### config.mk
export PLATFORM = sky130hd
export DESIGN_NAME = hilo_writeback_flat
export DESIGN_NICKNAME = d
export VERILOG_FILES = /design/src/rtl/hilo_writeback_pkg.sv /design/src/rtl/hilo_writeback_if.sv /design/src/rtl/hilo_writeback_hilo_regs.sv /design/src/rtl/hilo_writeback.sv /design/src/flat_wrapper.sv
export SDC_FILE = /design/constraint.sdc
export NUM_CORES = 1
export LEC_CHECK = 0
export BUFFER_PORTS_ARGS = -buffer_cell sky130_fd_sc_hd__buf_4
export CELL_PAD_IN_SITES_DETAIL_PLACEMENT = 1
export CELL_PAD_IN_SITES_GLOBAL_PLACEMENT = 1
export CORE_ASPECT_RATIO = 1.75
export CORE_MARGIN = 3
export CORE_UTILIZATION = 36
export CTS_CLUSTER_DIAMETER = 120
export DETAILED_ROUTE_END_ITERATION = 6
export GPL_TIMING_DRIVEN = 0
export PLACE_DENSITY = 0.78
export SLEW_MARGIN = 0
export SYNTH_ARGS = -nofsm -noshare
export SYNTH_HDL_FRONTEND = slang
export SYNTH_HIERARCHICAL = 1
export SYNTH_SLANG_ARGS = --single-unit
export TNS_END_PERCENT = 20
### constraint.sdc
create_clock -name clk -period 2 [get_ports clk]
set_clock_uncertainty 0.1 [all_clocks]
set_input_delay 0.1 -clock clk [delete_from_list [all_inputs] [get_ports clk]]
set_output_delay 0.1 -clock clk [all_outputs]
set_load 0.05 [all_outputs]
### src/rtl/hilo_writeback_pkg.sv
// Shared types and constants for the HI/LO writeback slice.
// Used by hilo_writeback, hilo_writeback_if and hilo_regs.
package hilo_writeback_pkg;

  localparam int DATA_W = 32;
  localparam int ADDR_W = 5;

  localparam logic [ADDR_W-1:0] LINK_REG = 5'd31;

  typedef enum logic [1:0] {
    WB_SEL_ALU  = 2'b00,
    WB_SEL_MEM  = 2'b01,
    WB_SEL_HILO = 2'b10,
    WB_SEL_PC   = 2'b11
  } wb_sel_e;

  // Everything the WB stage keeps about one instruction
  typedef struct packed {
    logic              wr_reg_en;
    logic              link;
    logic              hi_wr_en;
    logic              lo_wr_en;
    wb_sel_e           sel;
    logic [ADDR_W-1:0] addr;
    logic [DATA_W-1:0] alu;
    logic [DATA_W-1:0] mem_rd;
    logic [DATA_W-1:0] hi_lo;
    logic [DATA_W-1:0] pc4;
    logic [DATA_W-1:0] res_hi;
    logic [DATA_W-1:0] res_lo;
  } wb_stage_t;

endpackage

### src/rtl/hilo_writeback_if.sv
// MEM-to-WB bus: the MEM stage drives it (master), writeback consumes it (slave).
interface hilo_writeback_if;
  import hilo_writeback_pkg::*;

  logic              wr_reg_en_mem;
  logic              link_mem;
  logic              hi_wr_en_mem;
  logic              lo_wr_en_mem;
  logic [1:0]        mem_to_reg_mem;
  logic [ADDR_W-1:0] wr_reg_addr_mem;
  logic [DATA_W-1:0] alu_to_mem;
  logic [DATA_W-1:0] mem_rd_data_mem;
  logic [DATA_W-1:0] hi_lo_mem;
  logic [DATA_W-1:0] PC4_mem;
  logic [DATA_W-1:0] res_hi_mem;
  logic [DATA_W-1:0] res_lo_mem;

  modport master (
    output wr_reg_en_mem, link_mem, hi_wr_en_mem, lo_wr_en_mem, mem_to_reg_mem,
           wr_reg_addr_mem, alu_to_mem, mem_rd_data_mem, hi_lo_mem, PC4_mem,
           res_hi_mem, res_lo_mem
  );

  modport slave (
    input  wr_reg_en_mem, link_mem, hi_wr_en_mem, lo_wr_en_mem, mem_to_reg_mem,
           wr_reg_addr_mem, alu_to_mem, mem_rd_data_mem, hi_lo_mem, PC4_mem,
           res_hi_mem, res_lo_mem
  );

endinterface

### src/rtl/hilo_writeback_hilo_regs.sv
// HI/LO architectural registers with the Execute-stage read path.
// HILO_BYPASS_EN: forward in-flight MEM/WB results; otherwise raise hilo_hazard.
module hilo_regs
  import hilo_writeback_pkg::*;
(
  input  logic              clk,
  input  logic              reset,
  input  logic              stall_wb_now,
  input  logic              hi_wr_en_wb,
  input  logic              lo_wr_en_wb,
  input  logic [DATA_W-1:0] res_hi_wb,
  input  logic [DATA_W-1:0] res_lo_wb,
  input  logic              hi_wr_en_mem,
  input  logic              lo_wr_en_mem,
`ifdef HILO_BYPASS_EN
  input  logic [DATA_W-1:0] res_hi_mem,
  input  logic [DATA_W-1:0] res_lo_mem,
`else
  input  logic              mfhi_ex,
  input  logic              mflo_ex,
`endif
  output logic [DATA_W-1:0] hi_ex,
  output logic [DATA_W-1:0] lo_ex,
  output logic              hilo_hazard
);

  logic [DATA_W-1:0] hi_q;
  logic [DATA_W-1:0] lo_q;

  // HI and LO commit independently; a stalled WB slot must not commit yet
  always_ff @(posedge clk or negedge reset) begin
    if (!reset) begin
      hi_q <= '0;
      lo_q <= '0;
    end else if (!stall_wb_now) begin
      if (hi_wr_en_wb) hi_q <= res_hi_wb;
      if (lo_wr_en_wb) lo_q <= res_lo_wb;
    end
  end

`ifdef HILO_BYPASS_EN
  // Youngest writer wins: MEM beats WB beats the committed register
  always_comb begin
    hi_ex = hi_q;
    lo_ex = lo_q;
    if (hi_wr_en_mem)     hi_ex = res_hi_mem;
    else if (hi_wr_en_wb) hi_ex = res_hi_wb;
    if (lo_wr_en_mem)     lo_ex = res_lo_mem;
    else if (lo_wr_en_wb) lo_ex = res_lo_wb;
  end

  assign hilo_hazard = 1'b0;
`else
  assign hi_ex = hi_q;
  assign lo_ex = lo_q;

  assign hilo_hazard = (mfhi_ex & (hi_wr_en_mem | hi_wr_en_wb)) |
                       (mflo_ex & (lo_wr_en_mem | lo_wr_en_wb));
`endif

endmodule

### src/rtl/hilo_writeback.sv
// Writeback stage: MEM->WB pipeline register, GPR result mux with link override,
// HI/LO registers and retire counter. Optional macro HILO_BYPASS_EN enables HI/LO forwarding.
module hilo_writeback
  import hilo_writeback_pkg::*;
(
  input  logic                 clk,
  input  logic                 reset,
  input  logic                 stall_wb_now,
  input  logic                 flush_wb,
  hilo_writeback_if.slave      mem_bus,
  input  logic                 mfhi_ex,
  input  logic                 mflo_ex,
  output logic [DATA_W-1:0]    hi_ex,
  output logic [DATA_W-1:0]    lo_ex,
  output logic                 wr_reg_en_wb,
  output logic [ADDR_W-1:0]    wr_reg_addr_wb,
  output logic [DATA_W-1:0]    wr_data_wb,
  output logic                 hi_wr_en_wb,
  output logic                 lo_wr_en_wb,
  output logic [DATA_W-1:0]    res_hi_wb,
  output logic [DATA_W-1:0]    res_lo_wb,
  output logic                 hilo_hazard,
  output logic [DATA_W-1:0]    retire_cnt
);

  function automatic logic [DATA_W-1:0] link_data(input logic [DATA_W-1:0] pc4);
    return pc4 + DATA_W'(4);
  endfunction

  wb_stage_t mem_p0;
  wb_stage_t wb_p1;
  logic      vld_p1;

  assign mem_p0 = '{
    wr_reg_en: mem_bus.wr_reg_en_mem,
    link:      mem_bus.link_mem,
    hi_wr_en:  mem_bus.hi_wr_en_mem,
    lo_wr_en:  mem_bus.lo_wr_en_mem,
    sel:       wb_sel_e'(mem_bus.mem_to_reg_mem),
    addr:      mem_bus.wr_reg_addr_mem,
    alu:       mem_bus.alu_to_mem,
    mem_rd:    mem_bus.mem_rd_data_mem,
    hi_lo:     mem_bus.hi_lo_mem,
    pc4:       mem_bus.PC4_mem,
    res_hi:    mem_bus.res_hi_mem,
    res_lo:    mem_bus.res_lo_mem
  };

  // ---- MEM -> WB boundary ----
  // Stall outranks flush; the slot leaving WB on an unstalled edge is what retires
  always_ff @(posedge clk or negedge reset) begin
    if (!reset) begin
      wb_p1      <= '0;
      retire_cnt <= '0;
    end else if (!stall_wb_now) begin
      wb_p1 <= flush_wb ? '0 : mem_p0;
      if (vld_p1) retire_cnt <= retire_cnt + DATA_W'(1);
    end
  end

  assign vld_p1 = wb_p1.wr_reg_en | wb_p1.hi_wr_en | wb_p1.lo_wr_en;

  // ---- WB outputs ----
  always_comb begin
    wr_data_wb = wb_p1.alu;
    case (wb_p1.sel)
      WB_SEL_ALU:  wr_data_wb = wb_p1.alu;
      WB_SEL_MEM:  wr_data_wb = wb_p1.mem_rd;
      WB_SEL_HILO: wr_data_wb = wb_p1.hi_lo;
      WB_SEL_PC:   wr_data_wb = wb_p1.pc4;
      default:     wr_data_wb = wb_p1.alu;
    endcase
    wr_reg_addr_wb = wb_p1.addr;
    if (wb_p1.link) begin
      wr_data_wb     = link_data(wb_p1.pc4);
      wr_reg_addr_wb = LINK_REG;
    end
  end

  assign wr_reg_en_wb = wb_p1.wr_reg_en;
  assign hi_wr_en_wb  = wb_p1.hi_wr_en;
  assign lo_wr_en_wb  = wb_p1.lo_wr_en;
  assign res_hi_wb    = wb_p1.res_hi;
  assign res_lo_wb    = wb_p1.res_lo;

  hilo_regs u_hilo_regs (
    .clk          (clk),
    .reset        (reset),
    .stall_wb_now (stall_wb_now),
    .hi_wr_en_wb  (wb_p1.hi_wr_en),
    .lo_wr_en_wb  (wb_p1.lo_wr_en),
    .res_hi_wb    (wb_p1.res_hi),
    .res_lo_wb    (wb_p1.res_lo),
    .hi_wr_en_mem (mem_bus.hi_wr_en_mem),
    .lo_wr_en_mem (mem_bus.lo_wr_en_mem),
`ifdef HILO_BYPASS_EN
    .res_hi_mem   (mem_bus.res_hi_mem),
    .res_lo_mem   (mem_bus.res_lo_mem),
`else
    .mfhi_ex      (mfhi_ex),
    .mflo_ex      (mflo_ex),
`endif
    .hi_ex        (hi_ex),
    .lo_ex        (lo_ex),
    .hilo_hazard  (hilo_hazard)
  );

endmodule
### src/flat_wrapper.sv
// flat-port wrapper written by rule: the top's interface ports become plain ports
module hilo_writeback_flat import hilo_writeback_pkg::*;
  (clk, reset, stall_wb_now, flush_wb, mfhi_ex, mflo_ex, hi_ex, lo_ex, wr_reg_en_wb, wr_reg_addr_wb, wr_data_wb, hi_wr_en_wb, lo_wr_en_wb, res_hi_wb, res_lo_wb, hilo_hazard, retire_cnt, mem_bus_wr_reg_en_mem, mem_bus_link_mem, mem_bus_hi_wr_en_mem, mem_bus_lo_wr_en_mem, mem_bus_mem_to_reg_mem, mem_bus_wr_reg_addr_mem, mem_bus_alu_to_mem, mem_bus_mem_rd_data_mem, mem_bus_hi_lo_mem, mem_bus_PC4_mem, mem_bus_res_hi_mem, mem_bus_res_lo_mem);
  hilo_writeback_if mem_bus_i ();
  input  logic clk;
  input  logic reset;
  input  logic stall_wb_now;
  input  logic flush_wb;
  input  logic mfhi_ex;
  input  logic mflo_ex;
  output logic [DATA_W-1:0] hi_ex;
  output logic [DATA_W-1:0] lo_ex;
  output logic wr_reg_en_wb;
  output logic [ADDR_W-1:0] wr_reg_addr_wb;
  output logic [DATA_W-1:0] wr_data_wb;
  output logic hi_wr_en_wb;
  output logic lo_wr_en_wb;
  output logic [DATA_W-1:0] res_hi_wb;
  output logic [DATA_W-1:0] res_lo_wb;
  output logic hilo_hazard;
  output logic [DATA_W-1:0] retire_cnt;
  input wire logic [$bits(mem_bus_i.wr_reg_en_mem)-1:0] mem_bus_wr_reg_en_mem;
  input wire logic [$bits(mem_bus_i.link_mem)-1:0] mem_bus_link_mem;
  input wire logic [$bits(mem_bus_i.hi_wr_en_mem)-1:0] mem_bus_hi_wr_en_mem;
  input wire logic [$bits(mem_bus_i.lo_wr_en_mem)-1:0] mem_bus_lo_wr_en_mem;
  input wire logic [$bits(mem_bus_i.mem_to_reg_mem)-1:0] mem_bus_mem_to_reg_mem;
  input wire logic [$bits(mem_bus_i.wr_reg_addr_mem)-1:0] mem_bus_wr_reg_addr_mem;
  input wire logic [$bits(mem_bus_i.alu_to_mem)-1:0] mem_bus_alu_to_mem;
  input wire logic [$bits(mem_bus_i.mem_rd_data_mem)-1:0] mem_bus_mem_rd_data_mem;
  input wire logic [$bits(mem_bus_i.hi_lo_mem)-1:0] mem_bus_hi_lo_mem;
  input wire logic [$bits(mem_bus_i.PC4_mem)-1:0] mem_bus_PC4_mem;
  input wire logic [$bits(mem_bus_i.res_hi_mem)-1:0] mem_bus_res_hi_mem;
  input wire logic [$bits(mem_bus_i.res_lo_mem)-1:0] mem_bus_res_lo_mem;
  assign mem_bus_i.wr_reg_en_mem = mem_bus_wr_reg_en_mem;
  assign mem_bus_i.link_mem = mem_bus_link_mem;
  assign mem_bus_i.hi_wr_en_mem = mem_bus_hi_wr_en_mem;
  assign mem_bus_i.lo_wr_en_mem = mem_bus_lo_wr_en_mem;
  assign mem_bus_i.mem_to_reg_mem = mem_bus_mem_to_reg_mem;
  assign mem_bus_i.wr_reg_addr_mem = mem_bus_wr_reg_addr_mem;
  assign mem_bus_i.alu_to_mem = mem_bus_alu_to_mem;
  assign mem_bus_i.mem_rd_data_mem = mem_bus_mem_rd_data_mem;
  assign mem_bus_i.hi_lo_mem = mem_bus_hi_lo_mem;
  assign mem_bus_i.PC4_mem = mem_bus_PC4_mem;
  assign mem_bus_i.res_hi_mem = mem_bus_res_hi_mem;
  assign mem_bus_i.res_lo_mem = mem_bus_res_lo_mem;
  hilo_writeback u_core (.clk(clk), .reset(reset), .stall_wb_now(stall_wb_now), .flush_wb(flush_wb), .mem_bus(mem_bus_i), .mfhi_ex(mfhi_ex), .mflo_ex(mflo_ex), .hi_ex(hi_ex), .lo_ex(lo_ex), .wr_reg_en_wb(wr_reg_en_wb), .wr_reg_addr_wb(wr_reg_addr_wb), .wr_data_wb(wr_data_wb), .hi_wr_en_wb(hi_wr_en_wb), .lo_wr_en_wb(lo_wr_en_wb), .res_hi_wb(res_hi_wb), .res_lo_wb(res_lo_wb), .hilo_hazard(hilo_hazard), .retire_cnt(retire_cnt));
endmodule
# ---- After elaboration in Yosys (flattened, before gate mapping)
# Index checks and enable logic that the tools add are counted.
dict set report totals {
  register_bits 299
  latch_bits 0
  ram_bits 0
  rom_bits 0
  inputBits 209
  out_inout_bits 201
  elab_cells 36
  n_memories 0
}
dict set report classes {
  n_addsub 2
  mul 0
  div_mod_pow 0
  magnitude_cmp 0
  n_eq_ne 3
  shifts 0
  n_mux 4
  bitwise 8
  reduce_logical 4
}
# cell n
set op_table {}
lappend op_table {{$mux W203} 1}
lappend op_table {{$pmux W32 S4} 1}
lappend op_table {{$add A32 B1 Y32 const B} 1}
lappend op_table {{$add A32 B3 Y32 const B} 1}
lappend op_table {{$mux W32} 1}
lappend op_table {{$reduce_and A2 Y1} 3}
lappend op_table {{$mux W5} 1}
lappend op_table {{$or A1 B1 Y1} 5}
lappend op_table {{$eq A2 B2 Y1 const B} 2}
lappend op_table {{$and A1 B1 Y1} 2}
lappend op_table {{$eq A2 B1 Y1 const B} 1}
lappend op_table {{$logic_not A2 Y1} 1}
lappend op_table {{$not A1 Y1} 1}

# ---- Logic depth before layout (Yosys ltp)
# Gate-level depths: netlist (run 1).
dict set report logic_depth {
  depth_word 3
  mapped_depth 8
  ltp_nobuf 5
}

# ---- Modules after synthesis
# The synthesis (run 1) kept the hierarchy.
# mod n_inst cells_each area_per_inst_um2 seq_area_each_um2
set by_module_without_submodules {}
lappend by_module_without_submodules {hilo_writeback 1 1295 12146.6 5880.6}
lappend by_module_without_submodules {hilo_regs 1 141 2692.6 1601.5}

# ---- Least setup slack after synthesis (run 1)
# OpenSTA, ideal clock, no wires.
dict set report synth_path {
  kind {register to output}
  from {register u_core/wb_p1[74] in the netlist's numbering}
  to {output wr_data_wb[28]}
  arrival_ns 2.637
  required_ns 1.800
  path_slack_ns -0.837
  path_stages_with_launch 7
  n_path_buf 2
  cell_sequence {dfrtp_1 > nand3_2 > or4_4 > buf_6 > buf_8 > or4_1 > a31oi_1}
}
dict set report synth_between {
  elab_chain_cells 2
}
# item line
set synth_rtl {}
lappend synth_rtl {{from (decl)} hilo_writeback.sv:31} ;# wb_stage_t wb_p1;
lappend synth_rtl {{from (signal assigned)} hilo_writeback.sv:56} ;# wb_p1 <= flush_wb ? '0 : mem_p0;
lappend synth_rtl {{$add A32 B3 Y32} hilo_writeback.sv:27} ;# return pc4 + DATA_W'(4);
lappend synth_rtl {{$mux W32} hilo_writeback.sv:74} ;# if (wb_p1.link) begin
lappend synth_rtl {{to (decl)} flat_wrapper.sv:15} ;# output logic [DATA_W-1:0] wr_data_wb;
# No other way between the ends.

# ---- Worst setup path after layout (run 1)
dict set report layout_path {
  from {register u_core/wb_p1[73] in the netlist's numbering}
  to {output wr_data_wb[30]}
}
# The elaborated chain is that of the path after synthesis.

==> results.sh, run 1 <==
export IMPL_grt_pass1_vias=17000
export IMPL_antenna_found_initial=7
export IMPL_async_flop_share=1.00
export IMPL_cts_inserted_buffers=30
export IMPL_finalHoldViolations=0
export IMPL_synth_warnings=6
export IMPL_die_area_um2=43800
export IMPL_fp_dieW_um=159
export IMPL_yosysTopAreaCell="dfrtp_1"
export IMPL_dpl_hpwl_mm=44.7
export IMPL_gp_congestion=0.883
export IMPL_first_pass_iters=6
export IMPL_power_density_nw_per_um2=854
export IMPL_fmax_mhz=322
export IMPL_grt_overflow_total=0
export IMPL_synth_cell_area_um2=14800
export IMPL_p_clk_frac=0.300
export IMPL_startpoint_type="flop"
export IMPL_cts_path_max_buffers=3
export IMPL_switchingPower_w=0.00726
export IMPL_start_util=0.367
export IMPL_wl_mm=71.7
export IMPL_syn_nets=1647
export IMPL_hold_class="in2reg"
export IMPL_cp_required_ps=1800
export IMPL_crit_family="simple AND/OR/NAND/NOR gates"
export IMPL_synth_main_ff_cell="dfrtp_1"
export IMPL_synth_edf_count=0
export IMPL_clock_sinks=299
export IMPL_area_growth_synth_to_final_pct=55.7
export IMPL_fin_crit_sh=1.55
export IMPL_finalCriticalPeriod_ps=3100
export IMPL_drv_cap=0
export IMPL_rsz0062_at_grt="true"
export IMPL_avgSynthCellArea_um2=10.3
export IMPL_worst_slew_pin_slew_ps=1000
export IMPL_dpl_cell_count=2391
export IMPL_pwr_share_seq=0.373
export IMPL_path_clk_slew_ps=60
export IMPL_core_area_um2=40400
export IMPL_yosys_register_bits=299
export IMPL_ios=410
export IMPL_synth_top_area_frac=0.504
export IMPL_finalHoldWorstSlack_ps=37.9
export IMPL_drtIter0Drc=757
export IMPL_grt_max_degree=100
export IMPL_clockRootBuffer="clkbuf_16"
export IMPL_place_ws_ps=-1010
export IMPL_intPower_w=0.0125
export IMPL_die_h_um=275
export IMPL_drt_drc_violations_left=0
export IMPL_power_w=0.0197
export IMPL_finalWorstSetupSlack_ps=-1100
export IMPL_htreeDepth=1
export IMPL_vias=14500
export IMPL_cpMostUsedCell="or4_4"
export IMPL_path_max_fanout=8
export IMPL_vdd_drop_max_v=0.000836
export IMPL_synth_area_top_cells="dfrtp_1 (50%), nand2b_1 (8.6%), o21ai_0 (7.4%)"
export IMPL_mostFrequentLayoutCell="buf_4"
export IMPL_cp_cell_sequence="clkbuf_4 > nand2_1 > or4_4 > buf_8 > or4_4 > a31oi_4 > buf_6"
export IMPL_critPathCaptureType="primary output"
export IMPL_violations="setup timing"
export IMPL_worstSetupPathType="reg2out"
export IMPL_ant_nets=0
export IMPL_p_leak_nw=10.4
export IMPL_final_cells=2716
export IMPL_slew_headroom=0.330
export IMPL_vias_per_cell=5.35
export IMPL_drive_above_1_share=0.360
export IMPL_portBuffers=408
export IMPL_layout_nets=2353
export IMPL_mostFrequentLayoutCells="buf_4 (460), dfrtp_1 (287), dlygate4sd3_1 (235)"
export IMPL_wire_per_inst_um=26.4
export IMPL_p_comb_frac=0.328
export IMPL_rows=97
export IMPL_slew_viol_final=0
export IMPL_status="finished with violations"
export IMPL_cpPeakStageDelay_ps=590
export IMPL_p_sw_frac=0.368
export IMPL_cts_tree="yes"
export IMPL_cp_arrival_ps=2900
export IMPL_crit_buf_inv=3
export IMPL_clock_latency_ps=600
export IMPL_crit_slowest_cell="or4_4"
export IMPL_grt_pass1_wl_mm=106
export IMPL_grt_use_total=0.316
export IMPL_syn_inst=1436
export IMPL_netlist_cell_type_count=45
export IMPL_synth_seq_area_share=0.504
export IMPL_setup_violations=34
==> power by group through the flow <==
stage / Combinational, W / Sequential [W] / Clock [W]
6_report: 0.00646 / 0.00735 / 0.00591
3_3_place_gp: 0.00550 / 0.00731 / 0
3_5_place_dp: 0.00563 / 0.00735 / 0
2_1_floorplan: 0.00242 / 0.00838 / 0
4_1_cts: 0.00628 / 0.00726 / 0.00593
5_1_grt: 0.00670 / 0.00740 / 0.00627
==> Yosys cell counts, types with 18 or more instances <==
cell,n
mux4_2,28
nand3_1,23
nand2b_1,203
o21ai_0,219
clkbuf_1,81
nand2_1,236
buf_4,65
mux2_4,60
dfrtp_1,299
xnor2_1,26
nand4_1,19
nor2_1,23
a31oi_1,18
==> per-layer routing <==
layer	vias up	global-route usage	wire length, um	share of wire
li1	6216	-	-	-
met1	7392	0.314	23900	0.33
met2	664	0.597	38800	0.54
met3	262	0.0575	3710	0.052
met4	0	0.206	5230	0.073
met5	-	0	0	0
==> layout make-up <==
| cell class | instances | area (um2) |
|---|---|---|
| diodes | 9 | 22.5 |
| plain buffers | 162 | 1110 |
| clock buffers | 35 | 790 |
| clock inverters | 18 | 194 |
| fillers | 4371 | 17300 |
| inverters | 4 | 15.0 |
| multi-input cells | 969 | 6850 |
| flip-flops and latches | 299 | 7500 |
| well taps | 544 | 681 |
| repair buffers | 676 | 5940 |
==> what timing repair did <==
action / in CTS / in global routing
resized for setup: 139 / 36
hold buffers: 236 / 0
buffers inserted: 28 / 0
gates cloned: 3 / 0
pin swaps: 18 / 11
endpoints found under the hold margin: 328 / 0
endpoints found under the setup margin: 181 / 77
==> tightest hold or removal path: stages <==
cell and delay, ps:
clkbuf_1 210, nand2b_1 220, o21ai_0 160
==> kinds of logic (layout without fill, tap and decap cells) <==
logic type,Yosys count,after routing,share of synthesized area
AOI/OAI and AO/OA,258,258,0.0917
xor gates and xnor gates,40,40,0.0236
adders and majority gates,2,2,0.00169
buffers and inverters,169,895,0.0686
DFF,299,299,0.504
muxes,96,96,0.111
other,0,9,0
and+or+nand+nor,572,573,0.199
==> registers in the layout, indices dropped and copies added, names as in the netlist <==
signal / flops
u_core/u_hilo_regs/hi_ex: 32
u_core/wb_p1: 136
u_core/res_hi_wb: 32
u_core/u_hilo_regs/lo_ex: 32
u_core/retire_cnt: 32
u_core/lo_wr_en_wb: 1
u_core/wr_reg_en_wb: 1
u_core/res_lo_wb: 32
u_core/hi_wr_en_wb: 1
==> path summary, 6_finish.rpt <==
| check | endpoint | from | slack (ps) | cells past startpoint |
|---|---|---|---|---|
| max reg2reg | u_core/retire_cnt[31]$_DFFE_PN0P_ | u_core/retire_cnt[8]$_DFFE_PN0P_ | -20 | 4 |
| max | wr_data_wb[30] | u_core/wb_p1[73]$_DFFE_PN0N_ | -1100 | 7 |
| min | u_core/wb_p1[201]$_DFFE_PN0N_ | flush_wb | 40 | 3 |
| min reg2reg | u_core/wb_p1[192]$_DFFE_PN0N_ | u_core/wb_p1[192]$_DFFE_PN0N_ | 380 | 2 |
| max in group asynchronous | u_core/wb_p1[89]$_DFFE_PN0N_ | reset | 310 | 5 |
| min in group asynchronous | u_core/u_hilo_regs/lo_ex[14]$_DFFE_PN0P_ | reset | 510 | 4 |
==> stage by stage <==
step | utilization | setup TNS [ps] | cell area, um2
after floorplan | - | -9250 | 15100
after global placement | 0.465 | -732450 | 18800
after detailed placement | 0.468 | -143090 | 18900
after CTS | 0.568 | -24160 | 23000
after global routing | 0.571 | -25780 | 23100
final | 0.572 | -23800 | 23100
No activity file was read; power rests on OpenSTA's default activity.
==> inputs of run 2 (changes only) <==
ABC_CLOCK_PERIOD_IN_PS = 2000   (was not set)
PLACE_DENSITY = 0.79   (was 0.78)
SYNTH_HIERARCHICAL = not set   (was 1)
==> run 2 against run 1 <==
The flow still finishes with violations (setup timing). Total power fell by 2.7%. Via count up 3.4%. Final cell count fell by 1.3%. Core utilization grew 0.62 points. Critical path type unchanged. Highest routed layer is now met5.
==> results.sh, run 2 <==
export IMPL_worstSetupPathType="reg2out"
export IMPL_status="finished with violations"
export IMPL_fp_dieW_um=158
export IMPL_synth_edf_count=0
export IMPL_min_from="flush_wb"
export IMPL_wire_per_inst_um=26.9
export IMPL_pwr_share_seq=0.378
export IMPL_drv_cap=0
export IMPL_finalHoldWorstSlack_ps=18.2
export IMPL_cts_path_max_buffers=3
export IMPL_cp_required_ps=1800
export IMPL_met2_length_mm=37.9
export IMPL_synth_cell_area_um2=14500
export IMPL_switchingPower_w=0.00699
export IMPL_violations="setup timing"
export IMPL_drtIter0Drc=983
export IMPL_setup_violations=32
export IMPL_top_register="u_core.wb_p1"
export IMPL_top_layer="met5"
export IMPL_cts_inserted_buffers=29
export IMPL_p_comb_frac=0.326
export IMPL_grt_max_degree=110
export IMPL_vias=15000
export IMPL_avgSynthCellArea_um2=10.1
export IMPL_cp_arrival_ps=2770
export IMPL_synth_top_area_frac=0.514
export IMPL_yosysMostFrequentCell="dfrtp_1"
export IMPL_htreeDepth=1
export IMPL_syn_nets=1651
export IMPL_hold_end="u_core.res_lo_wb[30]$_DFFE_PN0N_"
export IMPL_yosys_register_bits=299
export IMPL_finalHoldViolations=0
export IMPL_grt_pass1_vias=16900
export IMPL_startpoint_type="flop"
export IMPL_first_pass_iters=6
export IMPL_fmax_mhz=337
export IMPL_intPower_w=0.0122
export IMPL_syn_inst=1440
export IMPL_r2r_end="u_core.retire_cnt[27]$_DFFE_PN0P_"
export IMPL_drt_drc_violations_left=0
export IMPL_vdd_drop_max_v=0.000666
export IMPL_hold_class="in2reg"
export IMPL_finalWorstSetupSlack_ps=-970
export IMPL_yosysTopAreaCell="dfrtp_1"
export IMPL_worstReg2RegStart="u_core.retire_cnt[9]$_DFFE_PN0P_"
export IMPL_synth_seq_area_share=0.514
export IMPL_p_leak_nw=10.4
export IMPL_p_clk_frac=0.296
export IMPL_fin_crit_sh=1.48
export IMPL_place_ws_ps=-1090
export IMPL_slew_headroom=0.317
export IMPL_portBuffers=408
export IMPL_synth_commonest_cells="dfrtp_1 (299), nand2_1 (242), o21ai_0 (222)"
export IMPL_met3WireLength_mm=4.53
export IMPL_grt_pass1_wl_mm=103
export IMPL_dpl_hpwl_mm=42.6
export IMPL_mostFrequentLayoutCells="buf_4 (486), dfrtp_1 (275), nand2_1 (231)"
export IMPL_path_clk_slew_ps=70
export IMPL_area_growth_synth_to_final_pct=57.0
export IMPL_largest_reg_flops=136
export IMPL_finalCriticalPeriod_ps=2970
export IMPL_rsz0062_at_grt="true"
export IMPL_start_util=0.368
export IMPL_ff2ff_path_depth=5
export IMPL_netlist_cell_type_count=44
export IMPL_mostFrequentLayoutCell="buf_4"
export IMPL_antenna_found_initial=16
export IMPL_power_density_nw_per_um2=841
export IMPL_die_h_um=272
export IMPL_clockRootBuffer="clkbuf_16"
export IMPL_rows=96
export IMPL_worst_slew_pin_slew_ps=1020
export IMPL_vias_per_cell=5.61
export IMPL_grt_use_total=0.315
export IMPL_clock_latency_ps=560
export IMPL_slew_viol_final=0
export IMPL_ant_nets=0
export IMPL_wl_mm=72.1
export IMPL_critPathCaptureType="primary output"
export IMPL_core_area_um2=39500
export IMPL_cts_tree="yes"
export IMPL_drive_above_1_share=0.375
export IMPL_fin_setup_tns_ps=-19480
export IMPL_clock_sinks=299
export IMPL_p_sw_frac=0.364
export IMPL_min_path_cells=3
export IMPL_synth_main_ff_cell="dfrtp_1"
export IMPL_design_area_um2=22800
export IMPL_m1WireLength_mm=23.1
export IMPL_async_flop_share=1.00
export IMPL_die_area_um2=43000
export IMPL_r2r_setup_slack_ps=0
export IMPL_ios=410
export IMPL_grt_overflow_total=0
export IMPL_path_max_fanout=6
export IMPL_synth_area_top_cells="dfrtp_1 (51%), nand2b_1 (8.7%), o21ai_0 (7.6%)"
export IMPL_synth_warnings=0
export IMPL_place_area_um2=18500
export IMPL_gp_congestion=0.872
export IMPL_layout_nets=2371
[run 2: cell types whose count changed after synthesis, moves of 6 or more]
cell     before  now
nand2_1     236  242
mux2_1        0    8
mux2_2        6   57
mux2_4       60    0
nor3_1        5   12
and2_1        8    2
inv_1         4   11
buf_1         1   10
nand3_1      23   13
[run 2: cell type report]
cell class	count	area, um2
fillers	4215	16700
flip-flops and latches	299	7510
multi-input cells	966	6620
repair buffers	691	6030
plain buffers	162	1050
clock buffers	38	830
well taps	490	613
clock inverters	10	105
inverters	11	41.3
diodes	13	32.5
[run 2: per-layer routing]
layer  up-vias  global-route usage
li1       6247                   -
met5         -                   0
met4         8               0.222
met1      7511               0.315
met2       877               0.573
met3       389              0.0598
[run 2: critical path: stages (launching register included)]
cell     delay, ps
dfrtp_2        390
nand4_1        200
buf_4          220
or4_4          470
or4_4          520
a31oi_4        190
buf_6          190
[run 2: logic make-up (layout without fill, tap and decap cells)]
family,count (synthesis),count (layout),share of synthesized area
other,0,13,0
and+or+nand+nor,570,570,0.202
muxes,97,97,0.0986
xor gates and xnor gates,45,45,0.0271
AOI/OAI and AO/OA,252,252,0.0907
adders and majority gates,2,2,0.00172
DFF,299,299,0.514
buffers and inverters,175,912,0.0657
[run 2: how the worst max path moves through the flow]
stage | startpoint | endpoint | slack, ps | cells after the start
2_1_floorplan | u_core.wb_p1[78]$_DFFE_PN0N_ | wr_data_wb[21] | -290 | 5
3_3_place_gp | reset | u_core.wb_p1[75]$_DFFE_PN0N_ | -2240 | 1
3_5_place_dp | stall_wb_now | u_core.wb_p1[158]$_DFFE_PN0N_ | -1090 | 7
4_1_cts | u_core.wb_p1[74]$_DFFE_PN0N_ | wr_data_wb[21] | -830 | 6
5_1_grt | u_core.wb_p1[80]$_DFFE_PN0N_ | wr_data_wb[28] | -1000 | 6
6_report | u_core.wb_p1[78]$_DFFE_PN0N_ | wr_data_wb[28] | -970 | 6
[run 2: power by group through the flow]
stage                     combinational [W]  sequential [W]  clock, W
final                               0.00626         0.00726   0.00567
after global routing                0.00650         0.00732   0.00600
after CTS                           0.00599         0.00720   0.00571
after detailed placement            0.00530         0.00732         0
after global placement              0.00518         0.00727         0
after floorplan                     0.00216         0.00835         0
[run 2: metrics by stage]
stage / cells / power [W] / utilization
2_1_floorplan: 1440 / 0.0105 / -
3_3_place_gp: 2338 / 0.0124 / 0.466
3_5_place_dp: 2340 / 0.0126 / 0.467
4_1_cts: 2652 / 0.0189 / 0.569
5_1_grt: 2679 / 0.0198 / 0.578
6_report: 2680 / 0.0192 / 0.578
[run 2: timing repair]
action                                  4_1_cts  5_1_grt
endpoints found under the setup margin      261       57
gates resized for setup                     142       57
hold endpoints to repair                    311        0
hold buffers                                218        0
setup buffers                                44       15
cloned                                        4        0
pin swaps                                    26       17
==> inputs of run 3 (changes only) <==
CAP_MARGIN = 20   (was not set)
REMOVE_ABC_BUFFERS = 1   (was not set)
==> run 3 against run 2 <==
The flow still finishes with violations (setup timing). Sequential power barely moved. Worst setup slack got worse by 140 ps. Die area did not move. Routed wire length fell by 11%. Non-clock buffer count fell by 127.
==> results.sh, run 3 (synthesis results as in run 2) <==
export IMPL_finalHoldWorstSlack_ps=87.1
export IMPL_ios=410
export IMPL_power_density_nw_per_um2=863
export IMPL_fmax_mhz=321
export IMPL_violations="setup timing"
export IMPL_critPathCaptureType="primary output"
export IMPL_crit_family="simple AND/OR/NAND/NOR gates"
export IMPL_grt_max_degree=167
export IMPL_rows=96
export IMPL_crit_slowest_cell="or4_4"
export IMPL_vias=14000
export IMPL_wire_per_inst_um=25.0
export IMPL_crit_buf_inv=1
export IMPL_finalCriticalPeriod_ps=3110
export IMPL_slew_headroom=0.533
export IMPL_largest_reg_flops=136
export IMPL_drt_drc_violations_left=0
export IMPL_top_usage_layer="met2"
export IMPL_cp_required_ps=1800
export IMPL_finalHoldViolations=0
export IMPL_core_area_um2=39500
export IMPL_dpl_cell_count=2184
export IMPL_met2_usage=0.488
export IMPL_htreeDepth=1
export IMPL_hold_class="in2reg"
export IMPL_met1_usage=0.275
export IMPL_finalWorstSetupSlack_ps=-1110
export IMPL_wl_mm=64.2
export IMPL_rsz0062_at_grt="true"
export IMPL_mostFrequentLayoutCell="buf_4"
export IMPL_gp_congestion=0.820
export IMPL_cts_inserted_buffers=30
export IMPL_die_area_um2=43000
export IMPL_portBuffers=409
export IMPL_cpPeakStageDelay_ps=660
export IMPL_slew_viol_final=0
export IMPL_die_h_um=272
export IMPL_antenna_found_initial=19
export IMPL_cts_tree="yes"
export IMPL_cp_cell_sequence="nand4_1 > or4_4 > or4_1 > a31oi_1 > buf_4"
export IMPL_final_cells=2565
export IMPL_grt_pass1_wl_mm=87.6
export IMPL_drtIter0Drc=881
export IMPL_first_pass_iters=5
export IMPL_setup_violations=81
export IMPL_cp_arrival_ps=2910
export IMPL_worstSetupPathType="reg2out"
export IMPL_clock_latency_ps=560
export IMPL_fp_dieW_um=158
export IMPL_layout_nets=2247
export IMPL_ant_nets=0
export IMPL_cts_path_max_buffers=3
export IMPL_status="finished with violations"
export IMPL_grt_use_total=0.260
export IMPL_vdd_drop_max_v=0.000755
export IMPL_fin_crit_sh=1.56
export IMPL_r2r_setup_slack_ps=10
export IMPL_startpoint_type="flop"
export IMPL_top_register="u_core.wb_p1"
export IMPL_grt_overflow_total=0
export IMPL_path_max_fanout=4
export IMPL_drive_above_1_share=0.346
export IMPL_mostFrequentLayoutCells="buf_4 (427), dfrtp_1 (275), dlygate4sd3_1 (250)"
export IMPL_grt_pass1_vias=15200
export IMPL_area_growth_synth_to_final_pct=52.9
export IMPL_fin_setup_tns_ps=-26380
export IMPL_drv_cap=0
export IMPL_path_clk_slew_ps=70
export IMPL_worst_slew_pin_slew_ps=700
export IMPL_groute_layer_met3_usage=0.0372
export IMPL_clock_sinks=299
export IMPL_clockRootBuffer="clkbuf_16"
export IMPL_dpl_hpwl_mm=32.8
export IMPL_vias_per_cell=5.47
export IMPL_p_leak_nw=10.2
export IMPL_start_util=0.368
-- run 3: cell count changes in the layout (fill, tap and decap cells not counted), moves of 5 or more --
cell | previous run | this run
a31oi_1 | 0 | 10
a31oi_4 | 11 | 2
buf_4 | 486 | 427
clkbuf_1 | 66 | 6
buf_6 | 43 | 31
buf_8 | 6 | 1
dlygate4sd3_1 | 218 | 250
buf_2 | 10 | 0
clkbuf_2 | 5 | 0
diode_2 | 13 | 19
-- run 3: final cells by class --
class	count	area [um2]
multi-input cells	967	6520
clock inverters	8	121
diodes	19	47.5
clock buffers	44	895
well taps	490	613
repair buffers	726	6470
inverters	11	45.0
flip-flops and latches	299	7520
fillers	4185	17300
repair inverters	1	7.51
-- run 3: final timing paths --
kind,from,end,depth (start not counted)
setup / recovery,u_core.wb_p1[87]$_DFFE_PN0N_,wr_data_wb[29],5
hold / removal,flush_wb,u_core.wb_p1[150]$_DFFE_PN0N_,3
setup reg to reg,u_core.lo_wr_en_wb$_DFFE_PN0N_,u_core.retire_cnt[22]$_DFFE_PN0P_,4
hold reg to reg,u_core.wb_p1[99]$_DFFE_PN0N_,u_core.wb_p1[99]$_DFFE_PN0N_,2
max in group asynchronous,reset,u_core.wb_p1[67]$_DFFE_PN0N_,4
min in group asynchronous,reset,u_core.retire_cnt[26]$_DFFE_PN0P_,3
-- run 3: metal layers --
metal | part of all wire | wire, um
met5 | 0.00020 | 13
met1 | 0.33 | 21500
met4 | 0.076 | 4850
met2 | 0.54 | 34500
met3 | 0.053 | 3390
-- run 3: timing repair --
| item | 4_1_cts | 5_1_grt |
|---|---|---|
| buffers inserted | 34 | 22 |
| gates resized for setup | 61 | 97 |
| gates cloned | 0 | 4 |
| hold buffers | 250 | 0 |
| hold endpoints to repair | 431 | 0 |
| pin swaps | 24 | 34 |
| endpoints found under the setup margin | 85 | 89 |
-- run 3: through the flow --
stage | worst slack, ps | instance area (um2) | power, W | util
floorplan | -986 | 13600 | 0.0101 | -
global placement | -3990 | 17300 | 0.0120 | 0.438
detailed placement | -1080 | 17600 | 0.0122 | 0.445
CTS | -862 | 21500 | 0.0188 | 0.544
global route | -1090 | 22200 | 0.0199 | 0.563
finish | -1110 | 22200 | 0.0192 | 0.563
-- run 3: tightest hold or removal path: cells and delay by family --
kind | cells | cell delay, ps
AO/OA/AOI/OAI | 1 | 140
buffers and inverters | 1 | 230
AND/OR/NAND/NOR | 1 | 230
-- run 3: power breakdown --
| group | internal [W] | switching [W] | total [W] |
|---|---|---|---|
| Combinational | 0.00222 | 0.00369 | 0.00591 |
| Sequential | 0.00671 | 0.000583 | 0.00729 |
| Clock | 0.00346 | 0.00252 | 0.00599 |
| Total | 0.0124 | 0.00680 | 0.0192 |
